===== src/rtl/rbot_pkg.sv =====
// Shared cube-robot definitions: face and turn codes, the packed move word,
// and the sequencer state encoding.
package rbot_pkg;

  localparam logic [2:0] FACE_U = 3'd0;
  localparam logic [2:0] FACE_D = 3'd1;
  localparam logic [2:0] FACE_F = 3'd2;
  localparam logic [2:0] FACE_B = 3'd3;
  localparam logic [2:0] FACE_L = 3'd4;
  localparam logic [2:0] FACE_R = 3'd5;

  localparam logic [1:0] TURN_BAD  = 2'b00;
  localparam logic [1:0] TURN_CW   = 2'b01;
  localparam logic [1:0] TURN_HALF = 2'b10;
  localparam logic [1:0] TURN_CCW  = 2'b11;

  typedef struct packed {
    logic [2:0] face;
    logic [1:0] turn;
  } move_t;

  localparam int MOVE_W = $bits(move_t);

  typedef enum logic [2:0] {
    ST_IDLE, ST_DECODE, ST_START, ST_ACK, ST_RUN, ST_SETTLE
  } seq_state_e;

  function automatic logic move_ok(input move_t m);
    return (m.face <= FACE_R) && (m.turn != TURN_BAD);
  endfunction

endpackage


===== src/rtl/move_fifo.sv =====
// Synchronous move FIFO; full is a flop so the upstream ready is registered.
// flush wins over a same-cycle push or pop.
module move_fifo
  import rbot_pkg::*;
#(
  parameter int DEPTH = 16,
  parameter int WIDTH = MOVE_W
) (
  input  logic             clock,
  input  logic             reset_n,
  input  logic             push,
  input  logic             pop,
  input  logic             flush,
  input  logic [WIDTH-1:0] wdata,
  output logic [WIDTH-1:0] rdata,
  output logic             full,
  output logic             empty
);

  localparam int AW = $clog2(DEPTH);
  localparam logic [AW:0] CNT_FULL = (AW+1)'(DEPTH);

  if (DEPTH < 2 || (DEPTH & (DEPTH - 1)) != 0) begin : g_bad_depth
    $error("move_fifo: DEPTH must be a power of 2 and >= 2");
  end

  logic [WIDTH-1:0] mem_q [DEPTH];
  logic [AW-1:0]    wr_ptr_q, wr_ptr_d, rd_ptr_q, rd_ptr_d;
  logic [AW:0]      cnt_q, cnt_d;
  logic             full_q, full_d;
  logic             push_ok, pop_ok;

  assign push_ok = push & ~full_q & ~flush;
  assign pop_ok  = pop & ~empty & ~flush;
  assign empty   = (cnt_q == '0);
  assign full    = full_q;
  assign rdata   = mem_q[rd_ptr_q];

  always_comb begin
    wr_ptr_d = wr_ptr_q;
    rd_ptr_d = rd_ptr_q;
    cnt_d    = cnt_q;
    if (flush) begin
      wr_ptr_d = '0;
      rd_ptr_d = '0;
      cnt_d    = '0;
    end else begin
      if (push_ok) wr_ptr_d = wr_ptr_q + AW'(1);
      if (pop_ok)  rd_ptr_d = rd_ptr_q + AW'(1);
      cnt_d = cnt_q + {{AW{1'b0}}, push_ok} - {{AW{1'b0}}, pop_ok};
    end
    full_d = (cnt_d == CNT_FULL);
  end

  always_ff @(posedge clock) begin
    if (!reset_n) begin
      wr_ptr_q <= '0;
      rd_ptr_q <= '0;
      cnt_q    <= '0;
      full_q   <= 1'b0;
    end else begin
      wr_ptr_q <= wr_ptr_d;
      rd_ptr_q <= rd_ptr_d;
      cnt_q    <= cnt_d;
      full_q   <= full_d;
    end
  end

  // Storage carries no reset; only the pointers define what is valid.
  always_ff @(posedge clock) begin
    if (push_ok) mem_q[wr_ptr_q] <= wdata;
  end

endmodule


===== src/rtl/move_sequencer.sv =====
// Pops cube moves from the FIFO and runs them one at a time on the face
// stepper drivers: start pulse, accept handshake, wait done, settle gap.
module move_sequencer
  import rbot_pkg::*;
#(
  parameter int FIFO_DEPTH    = 16,
  parameter int STEPS_QUARTER = 50,
  parameter int GAP_CYCLES    = 1000
) (
  input  logic        clock,
  input  logic        reset_n,
  input  logic        move_valid,
  input  logic [4:0]  move_data,
  output logic        move_ready,
  input  logic        flush,
  input  logic [5:0]  motor_done,
  output logic [5:0]  motor_start,
  output logic [7:0]  motor_steps,
  output logic        motor_dir,
  output logic        busy,
  output logic        bad_move,
  output logic [15:0] moves_done
);

  if (STEPS_QUARTER < 1 || 2 * STEPS_QUARTER > 255) begin : g_bad_steps
    $error("move_sequencer: 2*STEPS_QUARTER must fit in 8 bits");
  end
  if (GAP_CYCLES < 1) begin : g_bad_gap
    $error("move_sequencer: GAP_CYCLES must be >= 1");
  end

  localparam int         GW       = (GAP_CYCLES > 1) ? $clog2(GAP_CYCLES) : 1;
  localparam logic [7:0] STEPS_Q8 = 8'(STEPS_QUARTER);
  localparam logic [7:0] STEPS_H8 = 8'(2 * STEPS_QUARTER);

  seq_state_e        state_q, state_d;
  move_t             entry_q, entry_d;
  logic [2:0]        face_q, face_d;
  logic [7:0]        steps_q, steps_d;
  logic              dir_q, dir_d;
  logic [GW-1:0]     gap_q, gap_d;
  logic [15:0]       done_cnt_q, done_cnt_d;
  logic              fifo_pop, fifo_full, fifo_empty;
  logic [MOVE_W-1:0] fifo_rdata;
  logic [5:0]        face_oh;
  logic              done_sel;

  move_fifo #(.DEPTH(FIFO_DEPTH), .WIDTH(MOVE_W)) u_fifo (
    .clock   (clock),
    .reset_n (reset_n),
    .push    (move_valid),
    .pop     (fifo_pop),
    .flush   (flush),
    .wdata   (move_data),
    .rdata   (fifo_rdata),
    .full    (fifo_full),
    .empty   (fifo_empty)
  );

  // Masking instead of indexing keeps X on idle faces out of done_sel.
  assign face_oh  = 6'b000001 << face_q;
  assign done_sel = |(motor_done & face_oh);

  assign move_ready  = ~fifo_full;
  assign motor_steps = steps_q;
  assign motor_dir   = dir_q;
  assign moves_done  = done_cnt_q;
  assign busy        = ~fifo_empty | (state_q != ST_IDLE);

  always_comb begin
    state_d     = state_q;
    entry_d     = entry_q;
    face_d      = face_q;
    steps_d     = steps_q;
    dir_d       = dir_q;
    gap_d       = gap_q;
    done_cnt_d  = done_cnt_q;
    fifo_pop    = 1'b0;
    motor_start = '0;
    bad_move    = 1'b0;
    case (state_q)
      ST_IDLE: begin
        if (!fifo_empty && !flush) begin
          fifo_pop = 1'b1;
          entry_d  = move_t'(fifo_rdata);
          state_d  = ST_DECODE;
        end
      end
      ST_DECODE: begin
        if (move_ok(entry_q)) begin
          face_d  = entry_q.face;
          steps_d = (entry_q.turn == TURN_HALF) ? STEPS_H8 : STEPS_Q8;
          dir_d   = (entry_q.turn == TURN_CCW);
          state_d = ST_START;
        end else begin
          bad_move = 1'b1;
          state_d  = ST_IDLE;
        end
      end
      ST_START: begin
        motor_start = face_oh;
        state_d     = ST_ACK;
      end
      // done must drop first so a stale done from the previous move is not taken
      ST_ACK: if (!done_sel) state_d = ST_RUN;
      ST_RUN: begin
        if (done_sel) begin
          done_cnt_d = done_cnt_q + 16'd1;
          gap_d      = GW'(GAP_CYCLES - 1);
          state_d    = ST_SETTLE;
        end
      end
      ST_SETTLE: begin
        if (gap_q == '0) state_d = ST_IDLE;
        else             gap_d   = gap_q - GW'(1);
      end
      default: state_d = ST_IDLE;
    endcase
  end

  always_ff @(posedge clock) begin
    if (!reset_n) begin
      state_q    <= ST_IDLE;
      entry_q    <= '0;
      face_q     <= '0;
      steps_q    <= '0;
      dir_q      <= 1'b0;
      gap_q      <= '0;
      done_cnt_q <= '0;
    end else begin
      state_q    <= state_d;
      entry_q    <= entry_d;
      face_q     <= face_d;
      steps_q    <= steps_d;
      dir_q      <= dir_d;
      gap_q      <= gap_d;
      done_cnt_q <= done_cnt_d;
    end
  end

endmodule


===== config.mk =====
export PLATFORM = sky130hd
export DESIGN_NAME = move_sequencer
export DESIGN_NICKNAME = d
export VERILOG_FILES = /design/src/rtl/rbot_pkg.sv /design/src/rtl/move_fifo.sv /design/src/rtl/move_sequencer.sv
export SDC_FILE = /design/constraint.sdc
export NUM_CORES = 1
export LEC_CHECK = 0
export BUFFER_PORTS_ARGS = -buffer_cell sky130_fd_sc_hd__buf_2
export CELL_PAD_IN_SITES_DETAIL_PLACEMENT = 1
export CELL_PAD_IN_SITES_GLOBAL_PLACEMENT = 2
export CORE_ASPECT_RATIO = 0.8
export CORE_UTILIZATION = 41
export DETAILED_ROUTE_END_ITERATION = 12
export HOLD_SLACK_MARGIN = 0.05
export PLACE_DENSITY = 0.83
export SLEW_MARGIN = 10
export SYNTH_ARGS = -nofsm -noshare
export SYNTH_HDL_FRONTEND = slang
export SYNTH_SLANG_ARGS = --single-unit

===== constraint.sdc =====
create_clock -name clock -period 3.1 [get_ports clock]
set_clock_uncertainty 0.1 [all_clocks]
set_input_delay 0.62 -clock clock [delete_from_list [all_inputs] [get_ports clock]]
set_output_delay 0.62 -clock clock [all_outputs]
set_load 0.01 [all_outputs]

==> results.tsv, run 1 <==
metric	value	unit
CP endpoint kind	flip-flop	
post-synthesis cell area	5990	um^2
final setup violation count	0	
average size of a mapped cell	12.4	um^2
worst setup margin	0.240	ns
WP data required	3.33	ns
WP buf/inv	3	
crit-path cells	inv_1 > ha_1 > nor4b_1 > nor3_1 > ha_1 > inv_1 > ha_1 > inv_1 > fa_1 > xor2_1 > a31oi_1 > nor4_1	
Arrival @ worst endpoint	3.09	ns
gr busiest metal	met2	
Antenna Violating Nets Remaining	0	
# rows	39	
Final Net Count	563	
layout cells sized above 1	21.6	%
CP Launch Type	flip-flop	
Tmin final	2.86	ns
pre-CTS setup slack	0.231	ns
Max Cap Viol	0	
Resized cells post-CTS	0	
status	finished, final reports clean	
post-synthesis cell type count	62	
Post-Syn Instances	483	
fmax	350	MHz
global route overflow	0	
Vias	3987	
Synth area leaders	edfxtp_1 (40%), dfxtp_1 (18%), mux4_2 (7.5%)	
Synth Flop Type	edfxtp_1	
Total GRT Usage	19.8	%
Tcrit/Tclk final	92.2	%
initial antenna violation count	0	
drt drc	0	
Layout area overhead	16.9	%
Hold Vio Cnt, Final	0	
H-tree depth	4	
Setup Fix Bufs, Post-CTS	0	
root buf cell	clkbuf_16	
CP max stage cell	nor4b_1	
number of clock sinks	135	
register area share after synthesis	58.4	%
largest net degree at the start of global routing	28	
die area	15100	um^2
area leader, netlist	edfxtp_1	
Worst Path Class, Setup	flip-flop to flip-flop	
die height	110	um
TritonCTS Buffers	17	
gpl congestion	0.832	
utilization after layout	49.0	%
Worst-Skew Late Latency	0.42	ns
Starting Density	41.9	%
Setup TNS	0	ns
CTS Buffer Depth	2	
Die Span X	137	um
dpl hpwl	9190	um
worst min path class	flip-flop to flip-flop	
Post-synth EDFFs	80	
IR drop worst, VDD	0.492	mV
synth warn	0	
DR pass1 iterations	4	
TritonCTS clock tree	done	
pwr dens	681	nW/um^2
slowest stage delay, CP	0.42	ns
vias in the first global route	4106	
vias per inst	5.45	
Crit Path Max Fanout	3	
Avg WL per Cell	18.8	um
iteration-0 DRC count of the detailed router	217	
GR Util met3	5.99	%
CP top delay family	adder cells	
Worst slew margin	40.4	%
Leak Pwr	2.53	nW
RSZ-0062 raised after global routing	false	
clock-pin slew on the worst setup and hold paths	0.07	ns
hold-fix buffer count after cts	0	
Worst Tran Pin Value	0.890	ns
first-pass GRT wire length	21700	um
core area	14300	um^2
drt total wl	13700	um
ys async rst share	0	%
met2 Track Usage GR	31.2	%
met1 usage	26.0	%
ANT cells	0	
post-synth top area share	40.1	%
Top-Level Pins	49	
Port-buffer cells	45	
#FFs+latches synth	135	
Slew Limit Fails	0	
total power	4.77	mW
-- sequential cells by signal, indices dropped and copies added, names as in the netlist --
register,cells
gap_q,10
motor_steps,3
entry_q,5
state_q,3
u_fifo.cnt_q,5
moves_done,16
u_fifo.full,1
motor_dir,1
u_fifo.rd_ptr_q,4
u_fifo.wr_ptr_q,4
face_q,3
u_fifo.mem_q,80
-- power breakdown --
group	internal [mW]	leakage (nW)	switching (mW)
sequential	1.96	1.16	0.0457
clock	1.08	0.285	0.893
combinational	0.357	1.08	0.439
total	3.40	2.53	1.38
-- tightest hold or removal path: cells and delay by family (launching register included) --
kind | cells | cell delay, ns
and+or+nand+nor | 1 | 0.05
DFF | 1 | 0.31
AOI/OAI and AO/OA | 1 | 0.07
-- cells in the mapped netlist, types with 11 or more instances --
master    number
inv_1         20
clkbuf_1      17
ha_1          13
mux4_2        20
nor2_1        51
nand3_1       13
dfxtp_1       55
edfxtp_1      80
nand2_1       31
nor3_1        15
a21oi_1       13
nand2b_1      11
-- path summary, 6_finish.rpt --
path / to / from / depth (start not counted) / slack [ns]
min reg2reg: entry_q[2]$_SDFFE_PN0N_ / entry_q[2]$_SDFFE_PN0N_ / 2 / 0.38
min: entry_q[2]$_SDFFE_PN0N_ / entry_q[2]$_SDFFE_PN0N_ / 2 / 0.38
max reg2reg: u_fifo.full$_SDFF_PN0_ / u_fifo.cnt_q[3]$_SDFF_PN0_ / 12 / 0.24
max: u_fifo.full$_SDFF_PN0_ / u_fifo.cnt_q[3]$_SDFF_PN0_ / 12 / 0.24
-- stage by stage --
stage / std cells / hold slack, ns / area (um^2)
floorplan: 485 / 0.346 / 6000
global placement: 699 / 0.368 / 6420
detailed placement: 699 / 0.380 / 6420
CTS: 731 / 0.388 / 7010
global route: 731 / 0.385 / 7010
finish: 731 / 0.378 / 7010
-- per-layer routing --
metal  routed length (um)  share of wire, %  vias to the layer above
li1                     -                 -                     1901
met1                 6390                46                     1992
met2                 6460                47                       80
met3                  751               5.5                       14
met4                  136              0.99                        0
met5                    0                 0                        -
-- placed cells by master (no fill, tap or decap), types with 5 or more instances in the layout --
| master | netlist | layout |
|---|---|---|
| edfxtp_1 | 80 | 80 |
| dfxtp_1 | 55 | 55 |
| nor2_1 | 51 | 51 |
| buf_2 | 5 | 45 |
| nand2_1 | 31 | 31 |
| inv_1 | 20 | 20 |
| mux4_2 | 20 | 20 |
| clkbuf_16 | 0 | 17 |
| nor3_1 | 15 | 15 |
| buf_4 | 6 | 14 |
| nand3_1 | 13 | 13 |
| a21oi_1 | 13 | 13 |
| ha_1 | 13 | 13 |
| nand2b_1 | 11 | 11 |
| or3_1 | 8 | 8 |
| mux2i_1 | 8 | 8 |
| xor2_1 | 7 | 7 |
| and3_1 | 6 | 6 |
| o21ai_0 | 6 | 6 |
| nand4_1 | 6 | 6 |
| o21a_1 | 6 | 6 |
| xnor2_1 | 6 | 6 |
| inv_8 | 0 | 6 |
| nor2b_1 | 5 | 5 |
| a22oi_1 | 5 | 5 |
| o22ai_1 | 5 | 5 |
| o211a_1 | 5 | 5 |
-- final cells by class --
class,count,area (um^2)
clock inverter,15,156
clock buffer,17,425
tap,184,230
multi-input combinational,301,2290
fill,1478,7290
timing repair buffer,59,330
inverter,20,75.1
sequential,135,3500
-- cell families (layout without fill, tap and decap cells) --
| family | after synthesis | after routing | synth area share, % |
|---|---|---|---|
| fa+ha+maj | 14 | 14 | 3.05 |
| other cells | 1 | 3 | 0.0626 |
| compound gates | 72 | 72 | 9.14 |
| simple gates | 171 | 171 | 15.0 |
| flops | 135 | 135 | 58.4 |
| mux | 28 | 28 | 8.85 |
| xor+xnor | 13 | 13 | 1.90 |
| buf+inv | 49 | 111 | 3.55 |
Note: power is estimated with default switching activity, not from simulation.
==> inputs of run 2 (changes only) <==
--- a/config.mk
+++ b/config.mk
@@ -9,10 +9,10 @@
 export CELL_PAD_IN_SITES_DETAIL_PLACEMENT = 1
 export CELL_PAD_IN_SITES_GLOBAL_PLACEMENT = 2
 export CORE_ASPECT_RATIO = 0.8
-export CORE_UTILIZATION = 41
+export CORE_UTILIZATION = 37
 export DETAILED_ROUTE_END_ITERATION = 12
 export HOLD_SLACK_MARGIN = 0.05
-export PLACE_DENSITY = 0.83
+export PLACE_DENSITY = 0.79
 export SLEW_MARGIN = 10
 export SYNTH_ARGS = -nofsm -noshare
 export SYNTH_HDL_FRONTEND = slang
==> constraint.sdc (replaced) <==
create_clock -name clock -period 2.5 [get_ports clock]
set_clock_uncertainty 0.1 [all_clocks]
set_input_delay 0.5 -clock clock [delete_from_list [all_inputs] [get_ports clock]]
set_output_delay 0.5 -clock clock [all_outputs]
set_load 0.01 [all_outputs]
==> run 2 against run 1 <==
Against the previous run:
- the run now ends with setup timing left
- sequential power rose by 24%
- highest routed layer unchanged
- final cell count up 6.7%
- register-to-register slack got worse by 0.29 ns
- worst hold slack got worse by 0.021 ns
==> results.tsv, run 2 (same netlist as run 1, synthesis figures left out) <==
metric	value	unit
Leak Pwr	2.64	nW
number of clock sinks	135	
vias in the first global route	4303	
Crit Path Max Fanout	3	
Cell Area, Placed	6640	um^2
worst r2r dst	u_fifo.full$_SDFF_PN0_	
Total GRT Usage	18.7	%
first-pass GRT wire length	22900	um
most common cell after layout, fill and taps aside	edfxtp_1	
TritonCTS clock tree	done	
Layout area overhead	21.4	%
layout cells sized above 1	26.0	%
drt total wl	14300	um
R2R Setup Slk	-0.05	ns
Avg WL per Cell	18.3	um
failing checks	setup timing	
Arrival @ worst endpoint	2.77	ns
Tcrit/Tclk final	102	%
Tmin final	2.55	ns
worst setup margin	-0.0467	ns
Max Cap Viol	0	
fin cells	780	
Worst Path Class, Setup	flip-flop to flip-flop	
Die Span X	144	um
clock-pin slew on the worst setup and hold paths	0.06	ns
status	complete, but fails checks	
Worst Min Path Start	flush	
DR pass1 iterations	4	
Worst Tran Pin Value	0.700	ns
IR drop worst, VDD	0.530	mV
Placed Instances	746	
Starting Density	37.9	%
ANT cells	0	
worst min path class	input pin to flip-flop	
gpl congestion	0.782	
Worst-Skew Late Latency	0.42	ns
drt drc	0	
core area	15800	um^2
WHS	0.357	ns
die height	116	um
Min-Delay Endpoint	u_fifo.cnt_q[3]$_SDFF_PN0_	
iteration-0 DRC count of the detailed router	270	
Vias	4154	
Hold Vio Cnt, Final	0	
utilization after layout	46.0	%
Setup TNS	-0.0728	ns
global route overflow	0	
CTS Buffer Depth	2	
die area	16700	um^2
final setup violation count	2	
WP data required	2.72	ns
Top reg by flops	u_fifo.mem_q	
Final Net Count	581	
CP max stage cell	or3_4	
most frequent cells in the layout	edfxtp_1 (80), dfxtp_1 (53), nor2_1 (51)	
CP endpoint kind	flip-flop	
final instance area	7270	um^2
dpl hpwl	9960	um
# rows	41	
root buf cell	clkbuf_16	
RSZ-0062 raised after global routing	true	
vias per inst	5.33	
initial antenna violation count	0	
max reg flops	80	
pwr dens	851	nW/um^2
Top-Level Pins	49	
total power	6.19	mW
FF-to-FF Start	state_q[2]$_SDFFE_PN0P_	
fmax	393	MHz
worst hold stages	3	
Port-buffer cells	45	
CP Launch Type	flip-flop	
H-tree depth	4	
Antenna Violating Nets Remaining	0	
crit-path cells	or3_4 > nor3_4 > ha_4 > inv_2 > ha_4 > inv_2 > fa_2 > xor2_1 > a31oi_1 > nor4_1	
pre-CTS setup slack	-0.162	ns
Reg2Reg Depth	10	
TritonCTS Buffers	17	
Slew Limit Fails	0	
slowest stage delay, CP	0.41	ns
largest net degree at the start of global routing	24	
Worst slew margin	53.1	%
[run 2: changes by cell type in the layout (fill, tap and decap cells not counted), sizes merged]
cell	previous run	this run
buf	59	77
inv	29	26
bufinv	0	2
clkinv	5	6
[run 2: layout make-up]
cell class | count | area, um^2
Tap cell | 215 | 269
Clock inverter | 15 | 168
Clock buffer | 17 | 425
Multi-Input combinational cell | 301 | 2350
Fill cell | 1697 | 8530
Inverter | 20 | 75.1
Timing Repair Buffer | 77 | 478
Sequential cell | 135 | 3510
[run 2: worst max-delay path by stage]
stage	startpoint	endpoint	slack (ns)	cells after the start
6_report	state_q[2]$_SDFFE_PN0P_	u_fifo.full$_SDFF_PN0_	-0.05	10
5_1_grt	state_q[2]$_SDFFE_PN0P_	u_fifo.full$_SDFF_PN0_	-0.28	12
4_1_cts	state_q[2]$_SDFFE_PN0P_	u_fifo.full$_SDFF_PN0_	-0.08	10
3_5_place_dp	state_q[2]$_SDFFE_PN0P_	u_fifo.full$_SDFF_PN0_	-0.16	12
3_3_place_gp	state_q[2]$_SDFFE_PN0P_	u_fifo.full$_SDFF_PN0_	-0.0003	12
2_1_floorplan	state_q[2]$_SDFFE_PN0P_	u_fifo.full$_SDFF_PN0_	-0.15	14
[run 2: layer usage]
metal / GRT usage (%) / share of wire (%) / vias to the layer above
met3: 3.51 / 3.0 / 23
met4: 8.49 / 2.1 / 0
li1: - / - / 1941
met5: 0 / 0 / -
met1: 23.6 / 46 / 2110
met2: 31.3 / 49 / 80
[run 2: repair_timing]
action,CTS,global route
pin swaps,2,0
buffers inserted,1,1
setup endpoints to repair,2,4
hold buffers,0,0
gates resized for setup,2,4
[run 2: power by group]
group / switching, mW / leakage, nW / internal, mW
logic: 0.622 / 1.19 / 0.563
registers: 0.0624 / 1.17 / 2.44
clock network: 1.02 / 0.288 / 1.49
[run 2: critical path: cells and delay by family (launching register included)]
| family | cells | cell delay, ns |
|---|---|---|
| xor+xnor | 1 | 0.20 |
| flops | 1 | 0.32 |
| simple gates | 3 | 0.90 |
| fa+ha+maj | 3 | 0.71 |
| compound gates | 1 | 0.13 |
| buf+inv | 2 | 0.10 |
==> inputs of run 3 (changes only) <==
--- a/config.mk
+++ b/config.mk
@@ -9,10 +9,10 @@
 export CELL_PAD_IN_SITES_DETAIL_PLACEMENT = 1
 export CELL_PAD_IN_SITES_GLOBAL_PLACEMENT = 2
 export CORE_ASPECT_RATIO = 0.8
-export CORE_UTILIZATION = 37
+export CORE_UTILIZATION = 44
 export DETAILED_ROUTE_END_ITERATION = 12
 export HOLD_SLACK_MARGIN = 0.05
-export PLACE_DENSITY = 0.79
+export PLACE_DENSITY = 0.88
 export SLEW_MARGIN = 10
 export SYNTH_ARGS = -nofsm -noshare
 export SYNTH_HDL_FRONTEND = slang
==> constraint.sdc (replaced) <==
create_clock -name clock -period 3.3 [get_ports clock]
set_clock_uncertainty 0.1 [all_clocks]
set_input_delay 0.66 -clock clock [delete_from_list [all_inputs] [get_ports clock]]
set_output_delay 0.66 -clock clock [all_outputs]
set_load 0.01 [all_outputs]
==> run 3 against run 2 <==
Against the previous run:
- the run now ends clean
- utilization up 7.4 points
- non-clock buffer count fell by 20
- die area down 16%
- critical path depth did not move
- cell area fell by 4.0%
- first-iteration DRC count rose by 11%
- worst hold slack better by 0.013 ns
- worst setup slack improved by 0.37 ns
- final cell count down 7.7%
- wire length fell by 3.4%
- largest cell class unchanged
- largest power group is now sequential cells
==> results.tsv, run 3 (same netlist as run 1, synthesis figures left out) <==
metric	value	unit
TritonCTS Buffers	17	
drt drc	0	
utilization after layout	53.5	%
Tmin final	2.98	ns
WP data required	3.52	ns
clock-pin slew on the worst setup and hold paths	0.07	ns
WL met1	6490	um
Die Span X	133	um
Arrival @ worst endpoint	3.20	ns
H-tree depth	4	
metal2 WL	6390	um
initial antenna violation count	0	
Worst-Skew Late Latency	0.43	ns
number of clock sinks	135	
gpl congestion	0.804	
drt total wl	13800	um
power share of the clock group	41.7	%
iteration-0 DRC count of the detailed router	301	
Avg WL per Cell	19.2	um
CP endpoint kind	flip-flop	
CTS Buffer Depth	2	
Worst Path Class, Setup	flip-flop to flip-flop	
Crit Path Max Fanout	12	
die height	106	um
vias in the first global route	4197	
# fillers	1359	
Cell Area, Placed	6400	um^2
met3 routed WL	743	um
status	finished, final reports clean	
Starting Density	45.9	%
P_int	3.24	mW
Top reg by flops	u_fifo.mem_q	
Hold Vio Cnt, Final	0	
first-pass GRT wire length	22100	um
vias per inst	5.57	
Resized cells post-CTS	0	
Setup TNS	0	ns
Antenna Violating Nets Remaining	0	
# rows	37	
RSZ-0062 raised after global routing	false	
Comb pwr share	16.1	%
final instance area	6980	um^2
final setup violation count	0	
Tcrit/Tclk final	90.2	%
IR drop worst, VDD	0.460	mV
hold-fix buffer count after cts	0	
highest routed layer	met4	
worst min path class	flip-flop to flip-flop	
Worst slew margin	35.1	%
Worst Tran Pin Value	0.969	ns
largest net degree at the start of global routing	30	
most frequent cells in the layout	edfxtp_1 (80), dfxtp_1 (55), nor2_1 (51)	
sw frac	28.0	%
dpl hpwl	9490	um
Leak Pwr	2.52	nW
Port-buffer cells	45	
sequential share of power	42.2	%
CP Launch Type	flip-flop	
Slew Limit Fails	0	
total power	4.50	mW
Final Net Count	561	
Max Cap Viol	0	
Psw	1.26	mW
Placed Instances	688	
WHS	0.370	ns
DR pass1 iterations	4	
Setup Fix Bufs, Post-CTS	0	
layout cells sized above 1	21.1	%
fmax	336	MHz
ANT cells	0	
most common cell after layout, fill and taps aside	edfxtp_1	
max reg flops	80	
Total GRT Usage	21.1	%
root buf cell	clkbuf_16	
core area	13100	um^2
Vias	4007	
global route overflow	0	
worst setup margin	0.324	ns
Layout area overhead	16.5	%
Top-Level Pins	49	
pre-CTS setup slack	0.351	ns
pwr dens	645	nW/um^2
die area	14100	um^2
TritonCTS clock tree	done	
fin cells	720	
-- run 3: final timing paths --
kind	start	to	slack [ns]	cells after the start
hold reg to reg	motor_steps[5]$_SDFFE_PN0P_	motor_steps[5]$_SDFFE_PN0P_	0.37	2
setup / recovery	state_q[2]$_SDFFE_PN0P_	u_fifo.full$_SDFF_PN0_	0.32	10
setup reg to reg	state_q[2]$_SDFFE_PN0P_	u_fifo.full$_SDFF_PN0_	0.32	10
hold / removal	motor_steps[5]$_SDFFE_PN0P_	motor_steps[5]$_SDFFE_PN0P_	0.37	2
-- run 3: power by group through the flow --
stage / logic, mW / clock network (mW) / registers (mW)
finish: 0.727 / 1.88 / 1.90
detailed placement: 0.731 / 0 / 1.94
floorplan: 0.547 / 0 / 1.92
CTS: 0.739 / 1.91 / 1.90
global placement: 0.704 / 0 / 1.93
global route: 0.807 / 1.97 / 1.91
-- run 3: layer usage --
layer | track usage (%) | vias up
met1 | 28.5 | 1996
met3 | 5.58 | 17
met4 | 7.96 | 0
met5 | 0 | -
li1 | - | 1899
met2 | 32.7 | 95
-- run 3: layout make-up --
class,count,area (um^2),share of cell area (%)
sequential,135,3500,50.2
inverter,20,75.1,1.08
timing repair buffer,57,315,4.52
tap,175,219,3.14
multi-input combinational,301,2290,32.7
clock inverter,15,158,2.26
clock buffer,17,425,6.09
-- run 3: critical path, cell delays in order, from the launching register on --
cell and delay, ns:
dfxtp_1 0.42, or3_1 0.47, nor3_1 0.28, ha_1 0.28, inv_1 0.06, ha_1 0.17, inv_1 0.06, fa_1 0.40
xor2_1 0.22, a31oi_1 0.13, nor4_1 0.28
